`config.mk`:
```
export PLATFORM = sky130hd
export DESIGN_NAME = count_uart_tx
export DESIGN_NICKNAME = d
export VERILOG_FILES = /design/src/rtl/count_uart_pkg.sv /design/src/rtl/count_uart_fifo.sv /design/src/rtl/count_uart_tx.sv
export SDC_FILE = /design/constraint.sdc
export NUM_CORES = 1
export LEC_CHECK = 0
export ABC_CLOCK_PERIOD_IN_PS = 5000
export CAP_MARGIN = 40
export CORE_ASPECT_RATIO = 0.6
export CORE_MARGIN = 4
export CORE_UTILIZATION = 50
export DETAILED_ROUTE_END_ITERATION = 7
export GPL_TIMING_DRIVEN = 0
export PLACE_DENSITY = 0.64
export SYNTH_ARGS = -nofsm -noshare
export SYNTH_HDL_FRONTEND = slang
export SYNTH_HIERARCHICAL = 1
export SYNTH_SLANG_ARGS = --single-unit
```
`constraint.sdc`:
```
create_clock -name wb_clk_i -period 5 [get_ports wb_clk_i]
set_input_delay 1.5 -clock wb_clk_i [delete_from_list [all_inputs] [get_ports wb_clk_i]]
set_output_delay 1.5 -clock wb_clk_i [all_outputs]
set_load 0.05 [all_outputs]
```
`src/rtl/count_uart_pkg.sv`:
```
// Shared types and constants for the counter-to-UART logger.
// Latency: n/a (declarations only).
// Backpressure: n/a.
package count_uart_pkg;

    localparam int         DATA_BITS  = 8;
    localparam logic       IDLE_LEVEL = 1'b1;
    localparam logic [7:0] ASCII_0    = 8'h30;
    localparam logic [7:0] ASCII_A    = 8'h41;

    typedef enum logic [2:0] {
        IDLE,
        START,
        DATA,
        PARITY,
        STOP
    } tx_state_t;

    // Nibble to uppercase ASCII hex digit
    function automatic logic [7:0] hex_char(input logic [3:0] v);
        if (v < 4'd10) begin
            return ASCII_0 + {4'h0, v};
        end
        return ASCII_A + {4'h0, v} - 8'd10;
    endfunction

endpackage

```
`src/rtl/count_uart_fifo.sv`:
```
// Character queue between the count sampler and the UART framer.
// Latency: a pushed byte is visible at the head on the next cycle; never popped in its push cycle.
// Backpressure: none upstream; a push while full (without a pop) is dropped and flagged on drop.
module count_uart_fifo #(
    parameter int FIFO_DEPTH = 4
) (
    input  logic       clk,
    input  logic       rst,
    input  logic       push,
    input  logic [7:0] push_dat,
    input  logic       pop,
    output logic [7:0] pop_dat,
    output logic       full,
    output logic       empty,
    output logic       drop
);

    localparam int         AW      = (FIFO_DEPTH > 1) ? $clog2(FIFO_DEPTH) : 1;
    localparam logic [AW:0] DEPTH_C = (AW+1)'(FIFO_DEPTH);

    logic [7:0]    mem [FIFO_DEPTH];
    logic [AW-1:0] wr_ptr_q;
    logic [AW-1:0] rd_ptr_q;
    logic [AW:0]   occ_q;
    logic          wr_en;
    logic          rd_en;

    assign full    = (occ_q == DEPTH_C);
    assign empty   = (occ_q == '0);
    // A full queue still accepts a push when the head leaves in the same cycle.
    assign wr_en   = push && (!full || pop);
    // Empty-queue pops are ignored, so a same-cycle push waits for a later pop.
    assign rd_en   = pop && !empty;
    assign drop    = push && full && !pop;
    assign pop_dat = mem[rd_ptr_q];

    // Storage array; contents need no reset because occupancy guards reads
    always_ff @(posedge clk) begin
        if (wr_en) begin
            mem[wr_ptr_q] <= push_dat;
        end
    end

    // Pointers wrap naturally since the depth is a power of two
    always_ff @(posedge clk or posedge rst) begin
        if (rst) begin
            wr_ptr_q <= '0;
            rd_ptr_q <= '0;
            occ_q    <= '0;
        end else begin
            if (wr_en) wr_ptr_q <= wr_ptr_q + 1'b1;
            if (rd_en) rd_ptr_q <= rd_ptr_q + 1'b1;
            case ({wr_en, rd_en})
                2'b10:   occ_q <= occ_q + 1'b1;
                2'b01:   occ_q <= occ_q - 1'b1;
                default: occ_q <= occ_q;
            endcase
        end
    end

endmodule

```
`src/rtl/count_uart_tx.sv`:
```
// Samples the 4-bit counter and sends each change as an ASCII hex UART frame (8N1, or 8E1 with COUNT_UART_TX_PARITY_EN).
// Latency: count change captured at edge N, tx_o start bit begins at edge N+3 when the line is idle.
// Backpressure: none; changes arriving while the queue is full are dropped and overflow_o sticks high.
module count_uart_tx
    import count_uart_pkg::*;
#(
    parameter int CLK_DIV    = 434,
    parameter int FIFO_DEPTH = 4
) (
    input  logic       wb_clk_i,
    input  logic       wb_rst_i,
    input  logic [3:0] count_i,
    output logic       tx_o,
    output logic       tx_oeb_o,
    output logic       busy_o,
    output logic       overflow_o
);

    localparam logic [15:0] BAUD_RELOAD = 16'(CLK_DIV - 1);
    localparam logic [2:0]  LAST_BIT    = 3'(DATA_BITS - 1);

    logic [3:0]  cnt_q;
    logic [3:0]  last_q;
    logic        cnt_vld_q;
    logic        primed_q;
    logic        overflow_q;
    logic        sample_push;

    logic [7:0]  fifo_dat;
    logic        fifo_full;
    logic        fifo_empty;
    logic        fifo_drop;
    logic        fifo_pop;

    tx_state_t   state_q;
    tx_state_t   state_d;
    logic [15:0] baud_q;
    logic [2:0]  bit_idx_q;
    logic [7:0]  data_q;
    logic        baud_done;
    logic        tx_d;
    logic        busy_d;
    logic        tx_q;
    logic        busy_q;
    logic        oeb_q;

    // cnt_vld_q keeps the reset value of cnt_q from being sent as a real sample.
    assign sample_push = cnt_vld_q && (!primed_q || (cnt_q != last_q));
    assign baud_done   = (baud_q == 16'd0);

    // Sampler: register the counter and remember the last value queued
    always_ff @(posedge wb_clk_i or posedge wb_rst_i) begin
        if (wb_rst_i) begin
            cnt_q      <= 4'h0;
            last_q     <= 4'h0;
            cnt_vld_q  <= 1'b0;
            primed_q   <= 1'b0;
            overflow_q <= 1'b0;
        end else begin
            cnt_q     <= count_i;
            cnt_vld_q <= 1'b1;
            if (sample_push) begin
                last_q   <= cnt_q;
                primed_q <= 1'b1;
            end
            if (fifo_drop) begin
                overflow_q <= 1'b1;
            end
        end
    end

    count_uart_fifo #(
        .FIFO_DEPTH (FIFO_DEPTH)
    ) u_fifo (
        .clk      (wb_clk_i),
        .rst      (wb_rst_i),
        .push     (sample_push),
        .push_dat (hex_char(cnt_q)),
        .pop      (fifo_pop),
        .pop_dat  (fifo_dat),
        .full     (fifo_full),
        .empty    (fifo_empty),
        .drop     (fifo_drop)
    );

    // FSM state register
    always_ff @(posedge wb_clk_i or posedge wb_rst_i) begin
        if (wb_rst_i) begin
            state_q <= IDLE;
        end else begin
            state_q <= state_d;
        end
    end

    // Next state; STOP hands straight to START so queued frames run back-to-back
    always_comb begin
        state_d  = state_q;
        fifo_pop = 1'b0;
        case (state_q)
            IDLE: begin
                if (!fifo_empty) begin
                    fifo_pop = 1'b1;
                    state_d  = START;
                end
            end
            START: begin
                if (baud_done) state_d = DATA;
            end
            DATA: begin
                if (baud_done && (bit_idx_q == LAST_BIT)) begin
`ifdef COUNT_UART_TX_PARITY_EN
                    state_d = PARITY;
`else
                    state_d = STOP;
`endif
                end
            end
`ifdef COUNT_UART_TX_PARITY_EN
            PARITY: begin
                if (baud_done) state_d = STOP;
            end
`endif
            STOP: begin
                if (baud_done) begin
                    if (!fifo_empty) begin
                        fifo_pop = 1'b1;
                        state_d  = START;
                    end else begin
                        state_d = IDLE;
                    end
                end
            end
            default: state_d = IDLE;
        endcase
    end

    // Line level and busy status for the current state, registered below
    always_comb begin
        tx_d   = IDLE_LEVEL;
        busy_d = (state_q != IDLE) || !fifo_empty;
        case (state_q)
            START:  tx_d = 1'b0;
            DATA:   tx_d = data_q[bit_idx_q];
`ifdef COUNT_UART_TX_PARITY_EN
            PARITY: tx_d = ^data_q;
`endif
            default: tx_d = IDLE_LEVEL;
        endcase
    end

    // Baud timer, bit index and frame byte; the timer reloads at every bit boundary
    always_ff @(posedge wb_clk_i or posedge wb_rst_i) begin
        if (wb_rst_i) begin
            baud_q    <= 16'd0;
            bit_idx_q <= 3'd0;
            data_q    <= 8'h00;
        end else begin
            if (fifo_pop) begin
                data_q <= fifo_dat;
            end
            if (fifo_pop || ((state_q != IDLE) && baud_done)) begin
                baud_q <= BAUD_RELOAD;
            end else if (state_q != IDLE) begin
                baud_q <= baud_q - 16'd1;
            end
            if ((state_q == DATA) && baud_done) begin
                bit_idx_q <= bit_idx_q + 3'd1;
            end
        end
    end

    // Registered pad outputs; reset forces the line high without a clock
    always_ff @(posedge wb_clk_i or posedge wb_rst_i) begin
        if (wb_rst_i) begin
            tx_q   <= IDLE_LEVEL;
            busy_q <= 1'b0;
            oeb_q  <= 1'b1;
        end else begin
            tx_q   <= tx_d;
            busy_q <= busy_d;
            oeb_q  <= 1'b0;
        end
    end

    assign tx_o       = tx_q;
    assign tx_oeb_o   = oeb_q;
    assign busy_o     = busy_q;
    assign overflow_o = overflow_q;

endmodule

```
==> results of run 1 <==
placed cells by master (no fill, tap or decap), types with 4 or more instances in the layout:
cell / n
a21oi_1: 10
and2_2: 5
clkbuf_16: 9
clkdlybuf4s50_1: 9
conb_1: 6
dfrtp_1: 49
edfxtp_1: 32
ha_1: 10
inv_1: 17
mux2_2: 14
mux4_2: 10
nand2_1: 15
nand3_1: 5
nor2_1: 8
nor3_1: 5
o21ai_0: 4
or2_2: 4
xnor2_1: 6
xor2_1: 13
where the power goes:
part | leakage [nW] | switching (mW) | internal [mW]
Sequential | 0.904 | 0.112 | 0.872
Combinational | 0.664 | 0.233 | 0.219
Clock | 0.151 | 0.250 | 0.438
Total | 1.72 | 0.595 | 1.53
state kept, by name (all words and copies together), names as in the netlist, 2 cells and up:
name,flops
bit_idx_q,3
data_q,8
last_q,4
baud_q,16
u_fifo/mem,32
state_q,3
u_fifo/wr_ptr_q,2
u_fifo/occ_q,3
u_fifo/rd_ptr_q,2
cnt_q,4
cell type report:
class	count	area share, %
sequential	83	53.2
multi-input combinational	158	31.7
clock buffer	10	5.44
timing repair buffer	10	2.62
tap	87	2.59
clock inverter	6	2.11
inverter	18	1.61
buffer	6	0.684
worst paths after layout:
kind,startpoint,endpoint,slack (ps)
worst max-delay path,u_fifo/occ_q[0],u_fifo/occ_q[2],1540
worst min-delay path,overflow_o,overflow_o,470
min in group asynchronous,wb_rst_i,cnt_q[1],1410
worst min register to register,overflow_o,overflow_o,470
worst max register to register,u_fifo/occ_q[0],u_fifo/occ_q[2],1540
max in group asynchronous,wb_rst_i,tx_o,3080
through the flow:
stage,cell area [um2],instances,hold WS (ps)
floorplan,3670,265,439
global placement,3870,361,452
detailed placement,3890,362,457
CTS,4210,378,470
global route,4210,378,495
finish,4210,378,468
metal layers:
metal / track usage (%) / part of all wire (%) / wire [um] / vias to the layer above
met5: 0 / 0 / 0 / -
li1: - / - / - / 987
met1: 23.9 / 55 / 3310 / 1016
met3: 4.71 / 3.6 / 216 / 9
met2: 22.0 / 41 / 2460 / 34
met4: 4.62 / 1.3 / 76 / 0
==> impl_metrics.ini, run 1 <==
[clock_network]
clock_path_buffers = 2
cts.clk_slew.worst_paths_ps = 60
post_cts_buffers = 0
cts_resized = 0
cts_tree = yes
root_buffer = clkbuf_16
clock_latency_ps = 330
numCtsBuffers = 9
cts_sinks = 83
cts_max_level = 3
hold_buffers = 0

[timing]
finalHoldViolCount = 0
fin_skew_ps = 6.79
setup_viol = 0
relSlewSlack_pct = 47.3
period_share_pct = 69.2
period_needed_ps = 3460
fmax_ghz = 0.289
setup-tns-final_ps = 0
layout_setup_ws_ps = 1540
rsz0062_at_grt = false
worstMarginPinSlew_ps = 785
slew_viol_final = 0

[pwr]
p_per_area_nw_per_um2 = 505
power_mw = 2.12
leakage_nw = 1.72
irDropWorstVdd_mv = 0.297

[place]
gp_congestion = 0.778
dpl.hpwl_mm = 4.34
portBuffers = 9
dp_slack_ps = 1520

[global_routing]
antenna_found_initial = 0
gr-total-overflow = 0
grt_pass1_wl_mm = 10.5
grt_pass1_vias = 2047
globalRouteTotalUtil_pct = 15.7
grt_start_max_net_pins = 39

[floorplan]
rows = 23
core-area_um2 = 6880
start_util_pct = 53.1
die_x_um = 118
pin_count = 10
dieArea_um2 = 8790
die-height_um = 74.2

[job]
maxCapViolCount = 0

[synth]
synth_warnings = 6
netlist_area_um2 = 3650
syn_inst = 261
avgSynthCellArea_um2 = 14.0

[critical_path]
critPathMaxFanout = 9
cp.depth = 13
r2r_cells = 13
cp-start-kind = flop
crit_arrival_ps = 3710
path_buf_inv = 3
worstSetupPathType = reg -> reg
required_ps = 5250
critPathMostFrequentCell = inv_1
path_cells = nor3_1 -> nor3_1 -> o21ai_1 -> inv_1 -> nor4b_2 -> nor2b_2 -> inv_1 -> ha_1 -> inv_1 -> fa_1 -> xor2_1 -> nor2_1 -> xor2_1
cpMaxStageDelayCell = nor3_1
endpoint_kind = flop
path_delay_family = simple AND/OR/NAND/NOR gates
max_stage_delay_ps = 580

[cells_and_area]
nFillCells = 533
finish.utilization_pct = 61.2
seqCellArea_um2 = 2240
multi_input_area_um2 = 1330
drive_gt1_share_pct = 22.0
antenna_cells = 0
area_delta_synth_final_pct = 15.1
nets = 303

[detailed_routing]
routedWlPerCell_um = 16.0
vias = 2046
via_per_inst = 5.41
drt_wl_total_mm = 6.06
drtPass1Iterations = 4
drtIter0Drc = 114
drc = 0
antenna_left = 0

[min_path]
hold_path_depth = 1
hold_class = reg -> reg

[run_status]
status = finished clean
Power figures use the tool's default switching activity.
==> run 2: changes to the inputs <==
ABC_CLOCK_PERIOD_IN_PS = 2900   (was 5000)
PLACE_DENSITY = 0.66   (was 0.64)
clock period = 2.9 ns   (was 5 ns; I/O delays follow)
==> run 2 against run 1 <==
Cell count up 3.2%. First-iteration DRC count up 67%. Critical path type unchanged. Critical path depth down 2. Worst hold slack worse by 1.1 ps. Register-to-register slack worse by 1400 ps. Non-clock buffer count up 12. Largest power group unchanged. Critical endpoint unchanged. Fmax up 25%. Clock skew about the same. Die area unchanged. Highest routed layer unchanged. Routed wire length up 2.9%.
==> impl_metrics.ini, run 2 (synthesis results as in run 1) <==
[critical_path]
path_cells = or4_4 -> nor4_4 -> o21ai_4 -> inv_2 -> o31a_4 -> ha_4 -> inv_1 -> fa_1 -> xor2_1 -> nor2_1 -> xor2_1
cp-start-kind = flop
crit_arrival_ps = 3020
cpMaxStageDelayCell = or4_4
critPathMaxFanout = 3
worstSetupPathType = reg -> reg
required_ps = 3160
max_stage_delay_ps = 570
path_buf_inv = 2
critPathMostFrequentCell = xor2_1
path_delay_family = simple AND/OR/NAND/NOR gates
endpoint_kind = flop

[clock_network]
cts.clk_slew.worst_paths_ps = 60
hold_buffers = 0
cts_max_level = 3
root_buffer = clkbuf_16
cts_tree = yes
numCtsBuffers = 9
clock_path_buffers = 2
clock_latency_ps = 330
cts_sinks = 83

[detailed_routing]
drtIter0Drc = 190
antenna_left = 0
via_per_inst = 5.47
vias = 2133
drt_wl_total_mm = 6.24
routedWlPerCell_um = 16.0
drtPass1Iterations = 4
drc = 0

[timing]
relSlewSlack_pct = 43.2
finalHoldViolCount = 0
worstMarginPinSlew_ps = 845
period_needed_ps = 2760
slew_viol_final = 0
fin_skew_ps = 6.29
period_share_pct = 95.2
setup-tns-final_ps = 0
fmax_ghz = 0.362
setup_viol = 0

[place]
portBuffers = 9
dpl.hpwl_mm = 4.18
gp_congestion = 0.766

[cells_and_area]
top_regs = u_fifo/mem: 32 flops, baud_q: 16 flops, data_q: 8 flops
mostFrequentLayoutCells = dfrtp_1, edfxtp_1, inv_1, nand2_1, mux2_2
drive_gt1_share_pct = 27.7
largest_reg_flops = 32
nets = 315
layout_commonest_cell = dfrtp_1
area_delta_synth_final_pct = 18.6
regMostFlops = u_fifo/mem
antenna_cells = 0

[pwr]
irDropWorstVdd_mv = 0.489
p_per_area_nw_per_um2 = 857
leakage_nw = 1.78
power_mw = 3.71

[job]
maxCapViolCount = 0

[floorplan]
rows = 23
die_x_um = 118
pin_count = 10
dieArea_um2 = 8790
die-height_um = 74.2
core-area_um2 = 6880
start_util_pct = 53.1

[min_path]
hold_class = reg -> reg

[global_routing]
globalRouteTotalUtil_pct = 16.2
grt_pass1_wl_mm = 10.8
grt_start_max_net_pins = 37
grt_pass1_vias = 2131
gr-total-overflow = 0
antenna_found_initial = 0

[run_status]
status = finished clean
## run 2: changes by cell type in the layout (fill, tap and decap cells not counted), moves of 2 or more
| cell | change |
|---|---|
| inv_2 | +2 |
| inv_1 | -2 |
| dfrtp_2 | +2 |
| buf_4 | +12 |
| dfrtp_1 | -2 |
## run 2: path summary, 6_finish.rpt
path                            from              end  slack [ps]  cells past startpoint
min in group asynchronous   wb_rst_i        last_q[2]         800                      2
max in group asynchronous   wb_rst_i             tx_o        1590                      3
setup reg to reg           baud_q[9]  u_fifo/occ_q[2]         140                     11
setup / recovery           baud_q[9]  u_fifo/occ_q[2]         140                     11
hold / removal              primed_q         primed_q         470                      1
hold reg to reg             primed_q         primed_q         470                      1
## run 2: timing repair
item / CTS / global route
resized for setup: 8 / 5
buffers inserted: 5 / 7
pin swaps: 3 / 4
setup endpoints to repair: 35 / 2
## run 2: layer usage
metal	vias up	GRT usage (%)	routed length, um
met1	1065	23.2	2990
met3	2	6.08	369
li1	1011	-	-
met5	-	0	0
met4	0	4.88	19
met2	55	23.3	2860
## run 2: per-stage QoR
stage / setup slack (ps) / hold slack (ps) / std cells / util (%) / cell area (um2)
6_report: 140 / 466 / 390 / 63.0 / 4330
5_1_grt: -10.4 / 502 / 390 / 63.0 / 4330
4_1_cts: 1.17 / 472 / 383 / 61.9 / 4260
3_5_place_dp: -409 / 458 / 362 / 56.6 / 3890
3_3_place_gp: -355 / 453 / 361 / 56.3 / 3870
2_1_floorplan: 1.41 / 439 / 265 / - / 3670
## run 2: layout make-up
| class | count | area (um2) |
|---|---|---|
| Fill cell | 510 | 2540 |
| Sequential cell | 83 | 2240 |
| Multi-Input combinational cell | 158 | 1390 |
| Clock buffer | 10 | 229 |
| Timing Repair Buffer | 22 | 200 |
| Tap cell | 87 | 109 |
| Inverter | 18 | 67.6 |
| Clock inverter | 6 | 63.8 |
| Buffer | 6 | 28.8 |
## run 2: worst register-to-register path: cells and delay by family, from the launching register on
kind | cells | cell delay (ps)
AO/OA/AOI/OAI | 2 | 250
XOR/XNOR | 2 | 310
adder cells (fa/ha/maj) | 2 | 500
buffers and inverters | 2 | 160
flip-flops | 1 | 410
AND/OR/NAND/NOR | 3 | 1050
## run 2: report_power, final
group	internal [mW]	switching [mW]	leakage, nW	total [mW]
logic	0.459	0.446	0.732	0.904
registers	1.51	0.197	0.903	1.70
clock network	0.666	0.440	0.140	1.11
total	2.63	1.08	1.78	3.71
==> run 3: changes to the inputs <==
CELL_PAD_IN_SITES_DETAIL_PLACEMENT = 0   (was unset)
CELL_PAD_IN_SITES_GLOBAL_PLACEMENT = 1   (was unset)
CORE_UTILIZATION = 48   (was 50)
DONT_BUFFER_PORTS = 1   (was unset)
PLACE_DENSITY = 0.72   (was 0.66)
==> run 3 against run 2 <==
Fmax fell by 0.21%. Global-route usage shrank 0.091 points. Clock skew shrank 2.1 ps. Worst setup slack lost 5.8 ps. Design area is 0.95% lower. Register-to-register slack hardly changed. Routed wire length is 2.0% higher. Sequential share of layout area up 0.50 points. Sequential power rose by 3%. Sequential cell count unchanged.
==> impl_metrics.ini, run 3 (synthesis results as in run 1) <==
[floorplan]
pin_count = 10
dieArea_um2 = 9120
core-area_um2 = 7330
rows = 24
start_util_pct = 49.9
die_x_um = 121
die-height_um = 75.6

[cells_and_area]
finish.utilization_pct = 58.6
drive_gt1_share_pct = 29.1
mostFrequentLayoutCells = dfrtp_1, edfxtp_1, inv_1, nand2_1, mux2_2
seqCellArea_um2 = 2240
multi_input_area_um2 = 1400
layout_commonest_cell = dfrtp_1
antenna_cells = 0
area_delta_synth_final_pct = 17.4
regMostFlops = u_fifo/mem
top_regs = u_fifo/mem: 32 flops, baud_q: 16 flops, data_q: 8 flops
nFillCells = 605
largest_reg_flops = 32
nets = 304

[timing]
setup_viol = 0
worstMarginPinSlew_ps = 807
holdWs_ps = 312
period_share_pct = 95.4
relSlewSlack_pct = 45.6
slew_viol_final = 0
fmax_ghz = 0.362
period_needed_ps = 2770
fin_skew_ps = 4.21
finalHoldViolCount = 0

[clock_network]
cts_sinks = 83
clock_latency_ps = 340
clock_path_buffers = 2
numCtsBuffers = 9
cts.clk_slew.worst_paths_ps = 60
cts_tree = yes
root_buffer = clkbuf_16
cts_max_level = 3

[critical_path]
path_buf_inv = 2
critPathMostFrequentCell = xor2_1
rr_endpoint = u_fifo/occ_q[2]
rrSetupSlack_ps = 130
endpoint_kind = flop
cp-start-kind = flop
required_ps = 3170
worstSetupPathType = reg -> reg
path_delay_family = simple AND/OR/NAND/NOR gates
reg2reg_from = baud_q[5]
crit_arrival_ps = 3030
cpMaxStageDelayCell = or4_4
path_cells = or4_4 -> nor4_4 -> o21ai_4 -> inv_2 -> o31a_4 -> ha_4 -> inv_1 -> fa_2 -> xor2_1 -> nor2_1 -> xor2_1
max_stage_delay_ps = 570
r2r_cells = 11
critPathMaxFanout = 4

[place]
portBuffers = 0
dpl.hpwl_mm = 4.30
gp_congestion = 0.740

[min_path]
hold_class = in -> async

[detailed_routing]
antenna_left = 0
routedWlPerCell_um = 16.1
drtPass1Iterations = 4
drt_wl_total_mm = 6.36
vias = 2078
via_per_inst = 5.25
drc = 0
drtIter0Drc = 207

[global_routing]
grt_pass1_wl_mm = 10.8
gr-total-overflow = 0
globalRouteTotalUtil_pct = 16.1
antenna_found_initial = 0
grt_pass1_vias = 2044
grt_start_max_net_pins = 38

[job]
maxCapViolCount = 0

[run_status]
status = finished clean

[pwr]
leakage_nw = 1.75
p_per_area_nw_per_um2 = 885
irDropWorstVdd_mv = 0.378
run 3: cell count changes in the layout (fill, tap and decap cells not counted):
cell,previous run,this run
clkbuf_1,3,2
clkinvlp_2,0,1
nor4b_2,1,0
clkinv_1,1,0
inv_8,0,1
bufinv_16,1,2
buf_4,13,11
fa_1,1,0
nor4b_4,0,1
clkdlybuf4s50_1,9,0
clkinvlp_4,1,0
fa_2,0,1
run 3: metal layers:
layer  global-route usage (%)  share of wire [%]  vias to the layer above
li1                         -                  -                      992
met1                     23.9                 50                     1031
met2                     21.7                 44                       46
met3                     6.90                5.9                        9
met4                     4.15               0.93                        0
met5                        0                  0                        -
run 3: worst register-to-register path: stages, from the launching register on:
cell and delay (ps):
dfrtp_2 430, or4_4 570, nor4_4 380, o21ai_4 90
inv_2 100, o31a_4 170, ha_4 140, inv_1 50
fa_2 330, xor2_1 170, nor2_1 130, xor2_1 150
run 3: power breakdown:
part / switching [mW] / internal, mW
Sequential: 0.243 / 1.51
Combinational: 0.402 / 0.426
Clock: 0.460 / 0.760
run 3: area by class of cell:
class / count / share of cell area [%]
timing repair buffer: 11 / 2.22
sequential: 83 / 52.2
multi-input combinational: 158 / 32.7
inverter: 18 / 1.57
tap: 104 / 3.03
clock buffer: 9 / 5.25
buffer: 6 / 0.671
clock inverter: 7 / 2.30
run 3: how the worst max path moves through the flow:
stage / from / endpoint / slack (ps) / cells after the start
3_5_place_dp: baud_q[0] / u_fifo/occ_q[2] / -360 / 15
3_3_place_gp: baud_q[0] / u_fifo/occ_q[2] / -350 / 15
4_1_cts: baud_q[0] / u_fifo/occ_q[2] / 6 / 13
6_report: baud_q[5] / u_fifo/occ_q[2] / 130 / 11
2_1_floorplan: baud_q[0] / u_fifo/occ_q[2] / 1 / 15
5_1_grt: baud_q[5] / u_fifo/occ_q[2] / -20 / 11
run 3: repair_timing:
| action | CTS | global route |
|---|---|---|
| endpoints found under the setup margin | 19 | 2 |
| hold buffers | 0 | 0 |
| pin swaps | 3 | 5 |
| buffers inserted | 5 | 5 |
| resized for setup | 7 | 8 |
run 3: stage by stage:
| step | worst slack (ps) | total power, mW | instances | instance area (um2) | setup TNS [ps] |
|---|---|---|---|---|---|
| finish | 134 | 3.80 | 396 | 4290 | 0 |
| global route | -18.1 | 4.04 | 396 | 4290 | -18.1 |
| CTS | 5.93 | 3.76 | 391 | 4220 | 0 |
| detailed placement | -356 | 2.48 | 370 | 3820 | -682 |
| global placement | -354 | 2.45 | 369 | 3800 | -684 |
| floorplan | 1.41 | 2.28 | 265 | 3670 | 0 |
